<file path="config.mk">
export PLATFORM = sky130hd
export DESIGN_NAME = coreuart_fifo_sync_flat
export DESIGN_NICKNAME = d
export VERILOG_FILES = /design/src/rtl/coreuart_fifo_pkg.sv /design/src/rtl/coreuart_fifo_sync_if.sv /design/src/rtl/coreuart_fifo_ram.sv /design/src/rtl/coreuart_fifo_sync.sv /design/src/flat_wrapper.sv
export SDC_FILE = /design/constraint.sdc
export NUM_CORES = 2
export LEC_CHECK = 0
export ABC_CLOCK_PERIOD_IN_PS = 5000
export BUFFER_PORTS_ARGS = -buffer_cell sky130_fd_sc_hd__clkbuf_2
export CAP_MARGIN = 20
export CORE_MARGIN = 3
export CORE_UTILIZATION = 40
export DETAILED_ROUTE_END_ITERATION = 8
export HOLD_SLACK_MARGIN = 0.12
export PLACE_DENSITY_LB_ADDON = 0.3
export RECOVER_POWER = 50
export SLEW_MARGIN = 20
export SYNTH_ARGS = -nofsm -noshare
export SYNTH_HDL_FRONTEND = slang
export SYNTH_SLANG_ARGS = --single-unit
</file>
<file path="constraint.sdc">
create_clock -name CLOCK -period 5 [get_ports CLOCK]
set_clock_uncertainty 0.2 [all_clocks]
set_input_delay 1 -clock CLOCK [delete_from_list [all_inputs] [get_ports CLOCK]]
set_output_delay 1 -clock CLOCK [all_outputs]
set_load 0.005 [all_outputs]
</file>
<file path="src/rtl/coreuart_fifo_pkg.sv">
// Shared constants, types and helpers for the CoreUART synchronous FIFO.
package coreuart_fifo_pkg;

    localparam int FIFO_MIN_DEPTH = 4;
    localparam int FIFO_MAX_DEPTH = 4096;

    typedef struct packed {
        logic ovf;
        logic udf;
    } fifo_err_t;

    function automatic int clog2(input int value);
        int r;
        r = 0;
        for (int v = value - 1; v > 0; v = v >> 1) begin
            r = r + 1;
        end
        return r;
    endfunction

endpackage

</file>
<file path="src/rtl/coreuart_fifo_sync_if.sv">
// Data, handshake, threshold and status signals between the FIFO and its user.
interface coreuart_fifo_sync_if
    import coreuart_fifo_pkg::*;
#(
    parameter int WIDTH = 8,
    parameter int DEPTH = 256
);
    localparam int AW = clog2(DEPTH);

    logic [WIDTH-1:0] DI;
    logic             WE;
    logic             RE;
    logic [AW:0]      AFULL_LEVEL;
    logic [AW:0]      AEMPTY_LEVEL;
    logic             CLR_ERR;
    logic [WIDTH-1:0] DO;
    logic             FULL;
    logic             EMPTY;
    logic             AFULL;
    logic             AEMPTY;
    logic [AW:0]      COUNT;
    logic             OVERFLOW;
    logic             UNDERFLOW;

    modport master (
        output DI, WE, RE, AFULL_LEVEL, AEMPTY_LEVEL, CLR_ERR,
        input  DO, FULL, EMPTY, AFULL, AEMPTY, COUNT, OVERFLOW, UNDERFLOW
    );

    modport slave (
        input  DI, WE, RE, AFULL_LEVEL, AEMPTY_LEVEL, CLR_ERR,
        output DO, FULL, EMPTY, AFULL, AEMPTY, COUNT, OVERFLOW, UNDERFLOW
    );

endinterface

</file>
<file path="src/rtl/coreuart_fifo_ram.sv">
// Simple-dual-port RAM with registered read; storage is never reset, only the read register.
module coreuart_fifo_ram #(
    parameter int WIDTH = 8,
    parameter int DEPTH = 256,
    parameter int AW    = 8
) (
    input  logic             clk,
    input  logic             rst,
    input  logic             we,
    input  logic [AW-1:0]    waddr,
    input  logic [WIDTH-1:0] wdata,
    input  logic             re,
    input  logic [AW-1:0]    raddr,
    output logic [WIDTH-1:0] rdata
);

    logic [WIDTH-1:0] mem [DEPTH];

    always_ff @(posedge clk) begin
        if (we) begin
            mem[waddr] <= wdata;
        end
    end

    always_ff @(posedge clk) begin
        if (rst) begin
            rdata <= '0;
        end else if (re) begin
            rdata <= mem[raddr];
        end
    end

endmodule

</file>
<file path="src/rtl/coreuart_fifo_sync.sv">
// Parametrised single-clock FIFO with thresholds, occupancy count and sticky errors.
// Define COREUART_FIFO_FWFT_EN for first-word-fall-through output; default is standard mode.
module coreuart_fifo_sync
    import coreuart_fifo_pkg::*;
#(
    parameter int WIDTH = 8,
    parameter int DEPTH = 256
) (
    input logic                 CLOCK,
    input logic                 RESET,
    coreuart_fifo_sync_if.slave bus
);

    localparam int          AW       = clog2(DEPTH);
    localparam logic [AW:0] FULL_CNT = DEPTH[AW:0];

    generate
        if (DEPTH < FIFO_MIN_DEPTH || DEPTH > FIFO_MAX_DEPTH || (DEPTH & (DEPTH - 1)) != 0 ||
            WIDTH < 1 || WIDTH > 32) begin : g_bad_param
            $error("coreuart_fifo_sync: unsupported WIDTH/DEPTH");
        end
    endgenerate

    logic [AW:0]      wptr, rptr, count, count_nxt;
    logic             full_r, afull_r, aempty_r, empty;
    logic             wr_acc, rd_acc, rptr_inc, ram_re;
    logic [WIDTH-1:0] ram_rdata;
    fifo_err_t        err;

    assign wr_acc = bus.WE && !full_r && !RESET;

`ifdef COREUART_FIFO_FWFT_EN
    // The RAM read register doubles as the head-word register; it refills whenever it is free.
    logic        dout_vld;
    logic [AW:0] mem_cnt;

    assign mem_cnt  = wptr - rptr;
    assign empty    = !dout_vld;
    assign rd_acc   = bus.RE && dout_vld;
    assign rptr_inc = (mem_cnt != '0) && (!dout_vld || rd_acc) && !RESET;
    assign ram_re   = rptr_inc;

    always_ff @(posedge CLOCK) begin
        if (RESET) begin
            dout_vld <= 1'b0;
        end else if (rptr_inc) begin
            dout_vld <= 1'b1;
        end else if (rd_acc) begin
            dout_vld <= 1'b0;
        end
    end
`else
    logic empty_r;

    assign empty    = empty_r;
    assign rd_acc   = bus.RE && !empty_r;
    assign rptr_inc = rd_acc && !RESET;
    assign ram_re   = rptr_inc;

    always_ff @(posedge CLOCK) begin
        empty_r <= (count_nxt == '0);
    end
`endif

    always_comb begin
        count_nxt = count;
        if (RESET) begin
            count_nxt = '0;
        end else begin
            count_nxt = count + {{AW{1'b0}}, wr_acc} - {{AW{1'b0}}, rd_acc};
        end
    end

    // Flags follow next-state COUNT so they move on the same edge as COUNT.
    always_ff @(posedge CLOCK) begin
        if (RESET) begin
            wptr <= '0;
            rptr <= '0;
            err  <= '0;
        end else begin
            if (wr_acc) begin
                wptr <= wptr + 1'b1;
            end
            if (rptr_inc) begin
                rptr <= rptr + 1'b1;
            end
            err.ovf <= (bus.WE && full_r) || (err.ovf && !bus.CLR_ERR);
            err.udf <= (bus.RE && empty) || (err.udf && !bus.CLR_ERR);
        end
        count    <= count_nxt;
        full_r   <= (count_nxt == FULL_CNT);
        afull_r  <= (count_nxt >= bus.AFULL_LEVEL);
        aempty_r <= (count_nxt <= bus.AEMPTY_LEVEL);
    end

    coreuart_fifo_ram #(
        .WIDTH (WIDTH),
        .DEPTH (DEPTH),
        .AW    (AW)
    ) u_ram (
        .clk   (CLOCK),
        .rst   (RESET),
        .we    (wr_acc),
        .waddr (wptr[AW-1:0]),
        .wdata (bus.DI),
        .re    (ram_re),
        .raddr (rptr[AW-1:0]),
        .rdata (ram_rdata)
    );

    assign bus.DO        = ram_rdata;
    assign bus.FULL      = full_r;
    assign bus.EMPTY     = empty;
    assign bus.AFULL     = afull_r;
    assign bus.AEMPTY    = aempty_r;
    assign bus.COUNT     = count;
    assign bus.OVERFLOW  = err.ovf;
    assign bus.UNDERFLOW = err.udf;

endmodule
</file>
<file path="src/flat_wrapper.sv">
// flat-port wrapper written by rule: the top's interface ports become plain ports
module coreuart_fifo_sync_flat import coreuart_fifo_pkg::*;
#(
    parameter int WIDTH = 8,
    parameter int DEPTH = 256
)
  (CLOCK, RESET, bus_DI, bus_WE, bus_RE, bus_AFULL_LEVEL, bus_AEMPTY_LEVEL, bus_CLR_ERR, bus_DO, bus_FULL, bus_EMPTY, bus_AFULL, bus_AEMPTY, bus_COUNT, bus_OVERFLOW, bus_UNDERFLOW);
  coreuart_fifo_sync_if #(.WIDTH(WIDTH), .DEPTH(DEPTH)) bus_i ();
  input logic CLOCK;
  input logic RESET;
  input wire logic [$bits(bus_i.DI)-1:0] bus_DI;
  input wire logic [$bits(bus_i.WE)-1:0] bus_WE;
  input wire logic [$bits(bus_i.RE)-1:0] bus_RE;
  input wire logic [$bits(bus_i.AFULL_LEVEL)-1:0] bus_AFULL_LEVEL;
  input wire logic [$bits(bus_i.AEMPTY_LEVEL)-1:0] bus_AEMPTY_LEVEL;
  input wire logic [$bits(bus_i.CLR_ERR)-1:0] bus_CLR_ERR;
  output wire logic [$bits(bus_i.DO)-1:0] bus_DO;
  output wire logic [$bits(bus_i.FULL)-1:0] bus_FULL;
  output wire logic [$bits(bus_i.EMPTY)-1:0] bus_EMPTY;
  output wire logic [$bits(bus_i.AFULL)-1:0] bus_AFULL;
  output wire logic [$bits(bus_i.AEMPTY)-1:0] bus_AEMPTY;
  output wire logic [$bits(bus_i.COUNT)-1:0] bus_COUNT;
  output wire logic [$bits(bus_i.OVERFLOW)-1:0] bus_OVERFLOW;
  output wire logic [$bits(bus_i.UNDERFLOW)-1:0] bus_UNDERFLOW;
  assign bus_i.DI = bus_DI;
  assign bus_i.WE = bus_WE;
  assign bus_i.RE = bus_RE;
  assign bus_i.AFULL_LEVEL = bus_AFULL_LEVEL;
  assign bus_i.AEMPTY_LEVEL = bus_AEMPTY_LEVEL;
  assign bus_i.CLR_ERR = bus_CLR_ERR;
  assign bus_DO = bus_i.DO;
  assign bus_FULL = bus_i.FULL;
  assign bus_EMPTY = bus_i.EMPTY;
  assign bus_AFULL = bus_i.AFULL;
  assign bus_AEMPTY = bus_i.AEMPTY;
  assign bus_COUNT = bus_i.COUNT;
  assign bus_OVERFLOW = bus_i.OVERFLOW;
  assign bus_UNDERFLOW = bus_i.UNDERFLOW;
  coreuart_fifo_sync #(.WIDTH(WIDTH), .DEPTH(DEPTH)) u_core (.CLOCK(CLOCK), .RESET(RESET), .bus(bus_i));
endmodule
</file>
==> metrics.cfg <==
[run_status]
run_status=finished with violations
violations=capacitance limit, slew limit

[worst_setup_path]
slowest_stage_cell_cp=clkbuf_2
startpoint_type=input pin
count_of_buffering_cells_on_the_critical_path_with_inverters_included=2
worst_path_dominant_cell_family=buffers and inverters
worst_ep_arrival_time_ns=4.62
crit_path_cell_trace=clkbuf_2 -> dlymetal6s4s_1
highest_cell_delay_on_the_worst_timing_path_ns=1.71
worst-setup-path-type=input pin to flop
crit_fanout=102
timing.critical_path.to_type=flop
worstPathRequired_ns=5.14

[layout]
multi_input_comb_area_um2=18200
share_of_post_route_cells_with_drive_strength_above_1_pct=23.9
final_cell_mix=edfxtp_1 (2048), mux4_2 (475), nor2_1 (328)
num-fill-cells=16900
design.final.nets=4304
final_common_cell=edfxtp_1
seqCellArea_um2=62300
area_growth_syn_to_layout_pct=13.0

[power]
cell_internal_pwr_mw=29.7
leak_nw=28.6
p_sw_share_pct=23.1
power.share.combinational_pct=10.0
vdd_ir_drop_max_uv=287
cellPowerDensity_nw_per_um2=416
sequential_share_of_power_pct=50.3
clock_power_share_pct=39.7
net-switching-power_mw=8.93
total_power_mw=38.6

[detailed_routing]
drt_first_iter_violations=5445
totalWireLength_mm=226
firstDrtPassIters=6
wl_met3_mm=20.8
post_drt_wl_per_cell_um=31.8
top_layer_used=met5
wl_met2_mm=105
detail_route_antenna_nets=0
routed-via-count=42100
drc=0
wirelength_met1_mm=90.5
viasPerCell=5.94

[logic_synthesis]
synth_top_cell_by_area=edfxtp_1
largest_cells_by_area_after_synthesis=edfxtp_1 (75%), mux4_2 (13%), mux2i_1 (1.7%)
post_synth_instance_area_um2=82000
ys_seq_elements=2087
synthesis.nets=4074
synth_async_sr_flop_share_pct=0
synth_area_per_cell_um2=20.5
yosysUniqueCellTypes=73
post_synth_inst_count=4010
netlist.area_leader.share_pct=75.0
synth-warning-count=0
synth_enable_flop_cells=2048
seq_area_frac_synth_pct=75.9
postSynth.topFlopCell=edfxtp_1

[timing]
finalWorstPathRequiredPeriod_ns=4.48
setup_tns_ns=0
rsz0062_at_grt=no
finalSetupViolations=0
timing_max_transition_violations_final=1243
final.period_utilization_pct=89.5
max_freq_mhz=223
tightest_slew_ns=4.00
slew_headroom_pct=-167
final_hold_viol_count=0

[clocking]
clock_tree.htree_level_count=4
cts_buffer_depth=3
cts_sinks=2087
clock_tree_from_tritoncts=yes
post_cts_resized=0
clockRootBuffer=clkbuf_16
postCtsHoldBufs=0
path_clk_slew_ns=0.06
clk-insertion-delay-late_ns=0.84
cts.repair_timing.setup_buffer_count=0
numCtsBuffers=210

[global_route]
overflow=0
grt_start_max_net_pins=121
antenna_found_initial=5
grt_use_total_pct=21.3
first_global_vias=41800
grt_first_pass_wirelength_mm=319

[placed_design]
place.detailed.hpwl_mm=140
routabilityCongestion=0.864
place.port_buffers=53

[job]
maxCapViolCount=17

[min_path]
worst_hold_path_type=input pin to flop

[die]
initial_core_util_pct=40.4
core-area_um2=203000
die_h_um=459
die_area_um2=211000
std_cell_rows=165
die_w_um=459
num_io_pins=54

==> worst paths after layout <==
| check | from | endpoint | slack [ns] | cells after the start |
|---|---|---|---|---|
| worst max register to register | u_core.rptr[1] | u_core.u_ram.rdata[5] | 0.75 | 11 |
| worst min register to register | u_core.bus.UNDERFLOW | u_core.bus.UNDERFLOW | 0.37 | 2 |
| worst min-delay path | bus_WE | u_core.bus.OVERFLOW | 0.27 | 3 |
| worst max-delay path | bus_DI[4] | u_core.u_ram.mem[87][4] | 0.52 | 2 |
==> area by class of cell <==
class                      instances  area share (%)
timing repair buffer             255            2.17
sequential                      2087            67.2
tap                             2672            3.61
multi-input combinational       1646            19.6
antenna                            6          0.0162
inverter                          40           0.167
clock buffer                     256            5.88
clock inverter                   128            1.33
==> logic make-up (layout without fill, tap and decap cells) <==
group	count (synthesis)	in the layout	synth area share [%]
multiplexers	638	638	15.3
buffers and inverters	277	679	2.00
flip-flops	2087	2087	75.9
adder cells (fa/ha/maj)	33	33	0.513
other	0	6	0
AO/OA/AOI/OAI	352	352	2.96
AND/OR/NAND/NOR	602	602	3.11
XOR/XNOR	21	21	0.224
==> routing by layer <==
metal  global-route usage [%]  vias to the layer above
li1                         -                    17000
met1                     29.8                    22500
met2                     32.9                     2175
met3                     4.70                      416
met4                     7.54                        6
met5                        0                        -
==> sequential cells by signal, indices dropped and copies added, names as in the netlist <==
register,count
u_core.u_ram.mem,2048
u_core.bus.COUNT,9
u_core.rptr,8
u_core.u_ram.rdata,8
u_core.wptr,8
u_core.bus.AEMPTY,1
u_core.bus.AFULL,1
u_core.bus.EMPTY,1
u_core.bus.FULL,1
u_core.bus.OVERFLOW,1
u_core.bus.UNDERFLOW,1
==> power groups by stage <==
stage | sequential [mW] | clock (mW) | combinational [mW]
2_1_floorplan | 19.7 | 0 | 2.62
3_3_place_gp | 19.8 | 0 | 3.86
3_5_place_dp | 19.8 | 0 | 3.88
4_1_cts | 19.4 | 15.5 | 3.89
5_1_grt | 19.4 | 16.3 | 4.11
6_report | 19.4 | 15.3 | 3.84
==> stage by stage <==
stage	cell area [um2]	setup slack [ns]	hold WS (ns)	instances	utilization, %
floorplan	82000	0.607	0.258	4010	-
global placement	86200	0.345	0.314	6700	42.5
detailed placement	86200	0.372	0.337	6700	42.5
CTS	92800	0.870	0.203	7084	45.7
global route	92700	0.364	0.246	7084	45.7
finish	92700	0.524	0.266	7090	45.7
==> cell usage after synthesis, types with 10 or more instances <==
cell type  count
edfxtp_1    2048
mux4_2       475
nor2_1       331
mux2i_1      142
nand2_1      122
a21oi_1       90
clkbuf_1      90
buf_2         71
nand3_1       55
a22oi_1       42
dfxtp_1       39
o21ai_0       39
inv_1         37
ha_1          32
nor3_1        30
buf_6         27
o221ai_1      27
o22ai_1       27
buf_1         20
a221oi_1      19
nor2b_1       18
a211oi_1      17
buf_12        12
xnor2_1       12
mux4_1        11
buf_4         10
mux2_2        10
(Power assumes the default switching activity.)
